### config.mk
export PLATFORM = sky130hd
export DESIGN_NAME = module_uart_rx_periph
export DESIGN_NICKNAME = d
export VERILOG_FILES = /design/src/rtl/module_uart_rx_periph.sv
export SDC_FILE = /design/constraint.sdc
export NUM_CORES = 1
export LEC_CHECK = 0
export CORE_AREA = 3 3 67 101
export CTS_CLUSTER_SIZE = 24
export DETAILED_ROUTE_END_ITERATION = 16
export DIE_AREA = 0 0 70 104
export HOLD_SLACK_MARGIN = 0.1
export PLACE_DENSITY_LB_ADDON = 0.08
export SLEW_MARGIN = 20
export SYNTH_ARGS = -nofsm -noshare
export SYNTH_HDL_FRONTEND = slang
export SYNTH_SLANG_ARGS = --single-unit
### constraint.sdc
create_clock -name clk_i -period 2.6 [get_ports clk_i]
set_input_delay 0.52 -clock clk_i [delete_from_list [all_inputs] [get_ports clk_i]]
set_output_delay 0.52 -clock clk_i [all_outputs]
set_load 0.05 [all_outputs]
### src/rtl/module_uart_rx_periph.sv
// module_uart_rx_periph: memory-mapped 8N1 UART receiver with a read-only data register,
// a W1C status register (valid/overrun/frame_err/busy) and a level interrupt on valid.
module module_uart_rx_periph #(
   parameter int CLKS_PER_BIT = 10416
) (
   input  logic        clk_i,
   input  logic        rst_i,
   input  logic        rx_i,
   input  logic        we_proc_i,
   input  logic [31:0] addr_proc_i,
   input  logic [31:0] do_proc_i,
   output logic [31:0] di_proc_o,
   output logic        rx_irq_o
);
   localparam int CW = $clog2(CLKS_PER_BIT);
   localparam logic [CW-1:0] FULL = CW'(CLKS_PER_BIT - 1);
   localparam logic [CW-1:0] HALF = CW'(CLKS_PER_BIT / 2 - 1);
   localparam logic [1:0] IDLE = 2'd0, START = 2'd1, DATA = 2'd2, STOP = 2'd3;
   logic [1:0]    r_sync;
   logic [1:0]    r_state;
   logic [CW-1:0] r_cnt;
   logic [2:0]    r_bit_idx;
   logic [7:0]    r_shift, r_data;
   logic          r_valid, r_ovr, r_ferr;
   logic          w_rxs, w_full, w_tick, w_done, w_busy, w_unused;
   logic [2:0]    w_clr;
   assign w_rxs  = r_sync[1];
   assign w_full = r_cnt == FULL;
   assign w_tick = r_state == START ? r_cnt == HALF : w_full;
   assign w_done = r_state == STOP && w_full;
   assign w_busy = r_state != IDLE;
   assign w_clr  = (we_proc_i && !addr_proc_i[10]) ? do_proc_i[2:0] : 3'b000;
   assign w_unused = ^{addr_proc_i[31:11], addr_proc_i[9:0], do_proc_i[31:3]};
   always_ff @(posedge clk_i) begin
      if (rst_i) begin
         r_sync    <= 2'b11;
         r_state   <= IDLE;
         r_cnt     <= '0;
         r_bit_idx <= '0;
         r_shift   <= '0;
         r_data    <= '0;
         r_valid   <= 1'b0;
         r_ovr     <= 1'b0;
         r_ferr    <= 1'b0;
      end else begin
         r_sync <= {r_sync[0], rx_i};
         r_cnt  <= (r_state == IDLE || w_tick) ? '0 : r_cnt + 1'b1;
         case (r_state)
            IDLE:  if (!w_rxs) r_state <= START;
            START: if (w_tick) begin
               r_state   <= w_rxs ? IDLE : DATA;
               r_bit_idx <= '0;
            end
            DATA:  if (w_tick) begin
               r_shift   <= {w_rxs, r_shift[7:1]};
               r_bit_idx <= r_bit_idx + 1'b1;
               if (r_bit_idx == 3'd7) r_state <= STOP;
            end
            default: if (w_tick) r_state <= IDLE;
         endcase
         if (w_done) r_data <= r_shift;
         // A completing byte dominates a same-cycle clear of valid; overrun only if valid survives the clear.
         r_valid <= w_done | (r_valid & ~w_clr[0]);
         r_ovr   <= (w_done & r_valid & ~w_clr[0]) | (r_ovr & ~w_clr[1]);
         r_ferr  <= (w_done & ~w_rxs) | (r_ferr & ~w_clr[2]);
      end
   end
   assign di_proc_o = addr_proc_i[10] ? {24'b0, r_data} : {28'b0, w_busy, r_ferr, r_ovr, r_valid};
   assign rx_irq_o  = r_valid;
endmodule
==> results.toml <==
[drt]
viasPerCell = 4.448
antenna_left = 0
first_iter_violations = 42
firstDrtPassIters = 5
vias = 1379
wirelength_mm = 3.690
wire_per_inst_um = 11.90
drc_errors = 0

[placement]
numPortBuffers = 16
hpwl_mm = 2.697
dp.cells = 302
gp_congestion = 0.7345

[worst_setup_path]
crit_path_end_kind = "output pin"
worst_ep_required_time_ps = 2080
path_delay_family = "buffers and inverters"
slowest_stage = "clkdlybuf4s50_1"
cp.depth = 3
critPathMaxStageDelay_ps = 680
timing.critical_path.buf_inv = 2
worst-path-max-fanout = 9
crit_type = "primary input to output pin"
worstPathArrival_ps = 1770
worstRegToRegCells = 8
path_cells = "clkdlybuf4s50_1, mux2_2, buf_4"
startpoint_type = "primary input"

[floorplan]
dieArea_um2 = 7280
start_util_pct = 34.37
die_y_um = 104
num_rows = 35
num_io_pins = 101
core_um2 = 6043
die_w_um = 70

[cts]
cts.sinks = 40
clk_pin_slew_ps = 80
hold_buffers = 0
post_cts_buffers = 0
cts_buffer_depth = 2
cts_resized = 0
htreeDepth = 2
worst_skew_pair.late_latency_ps = 290
cts_buffers = 5
root_buffer = "clkbuf_8"
cts_tree = "built"

[global_routing]
grt_pass1_vias = 1401
grt_max_degree = 16
overflow = 0
grtUsageTotal_pct = 10.69
grt_first_pass_wirelength_mm = 6.313
antenna_found_initial = 0

[sta]
holdWs_ps = 411.7
finalHoldViolCount = 0
finClkSkew_ps = 4.320
timing.setup.tns_ps = 0
rsz0062_at_grt = "false"
maxSlewViolCount = 0
post-route-period-util_pct = 87.97
max_clock_freq_ghz = 0.4372
final.min_clock_period_ps = 2287
finalSetupViolCount = 0

[outcome]
status = "finished, final reports clean"

[power]
swShare_pct = 30.52
peakVddDrop_v = 0.0002931
total_power_mw = 1.290
internal-power_mw = 0.8963
static-leakage-power_nw = 0.9946
p_per_area_nw_per_um2 = 551.0
switchingPower_mw = 0.3937
p_comb_share_pct = 18.3
pwr-share-clk_pct = 32.9
p_seq_share_pct = 48.8

[layout]
area_growth_pct = 12.71
nets = 310
seq_area_um2 = 800.8
nFillCells = 634
multi_input_area_um2 = 1107
drive_above_1_share_pct = 15.68
antennaDiodeCount = 0
final_cells = 310

[yosys]
ys_ff_latch = 40
netlist_area_um2 = 2077
netlist.area_leader.share_pct = 38.55
syn_inst = 218
synth_edf_count = 0
syn_avg_cell_area_um2 = 9.527
synth.distinct_cells = 42
ys_warn_count = 0
synth_area_leaders = "dfxtp_1, buf_4, mux2i_1"
seq_area_frac_synth_pct = 38.55
synth-main-ff-cell = "dfxtp_1"
async_flop_share_pct = 0
synth_top_cell_by_area = "dfxtp_1"

[run]
max-cap-violations = 0

[hold_path]
hold_depth = 1
hold_class = "flop to flop"
placed cells by master, fill, tap and decap left out, types with 6 or more instances in the layout:
master           Yosys  routed
mux2i_1             16      16
nor2_1              23      23
clkbuf_8             0       6
inv_1                6       6
xnor2_1              6       6
nand2b_1             9       9
nand2_1             14      14
xor2_1               6       6
buf_4               25       6
nor2_4               8       8
ha_1                 7       7
clkdlybuf4s50_1      0       8
conb_1               1      24
dfxtp_1             40      40
sequential cells by signal, indices dropped and copies added, names as in the netlist:
| register | cells |
|---|---|
| r_shift | 8 |
| r_ovr | 1 |
| r_sync | 2 |
| r_ferr | 1 |
| r_cnt | 14 |
| r_data | 8 |
| r_bit_idx | 3 |
| rx_irq_o | 1 |
| r_state | 2 |
final cells by class:
class,count,share of cell area [%]
flip-flops and latches,40,34.21
well taps,74,3.955
inverters,6,0.9621
clock buffers,6,3.528
repair buffers,19,9.621
clock inverters,2,0.4276
multi-input cells,163,47.30
path summary, 6_finish.rpt:
kind | from | to | slack [ps]
setup / recovery | addr_proc_i[10] | di_proc_o[1] | 310
setup reg to reg | r_state[1] | r_cnt[2] | 660
hold reg to reg | r_sync[0] | r_sync[1] | 410
hold / removal | r_sync[0] | r_sync[1] | 410
stage by stage:
step	area (um^2)	utilization, %	setup slack, ps
6_report	2341	38.74	312.9
5_1_grt	2341	38.74	221.4
4_1_cts	2341	38.74	263.3
3_5_place_dp	2248	37.21	276.5
3_3_place_gp	2248	37.21	267.5
2_1_floorplan	2163	-	416.1
power by group through the flow:
stage,sequential [mW],combinational (mW),clock [mW]
after floorplan,0.642,0.225,0
final,0.629,0.236,0.425
after detailed placement,0.644,0.239,0
after global routing,0.631,0.256,0.470
after CTS,0.629,0.240,0.452
after global placement,0.644,0.239,0
per-layer routing:
metal  GRT usage [%]  vias up  share of wire, %
li1                -      716                 -
met1           11.47      627                40
met2           19.35       29                53
met3           2.515        7               4.0
met4           4.932        0               2.1
met5               0        -                 0
synth_stat cells (all sizes together) (6+ instances only):
| library cell | count |
|---|---|
| mux2i | 16 |
| inv | 6 |
| ha | 7 |
| buf | 27 |
| nor2 | 33 |
| nand2b | 9 |
| dfxtp | 40 |
| xor2 | 6 |
| xnor2 | 6 |
| nand2 | 14 |
kinds of logic (layout without fill, tap and decap cells):
group           Yosys count  in the layout  synth area share (%)
mux                      19             19                 9.337
other cells               1             24                0.1805
xor+xnor                 12             12                 5.060
fa+ha+maj                 7              7                 4.217
compound gates           15             15                 5.543
simple gates             86             86                 24.82
buf+inv                  38             33                 12.29
flops                    40             40                 38.55
Power figures use the tool's default switching activity.
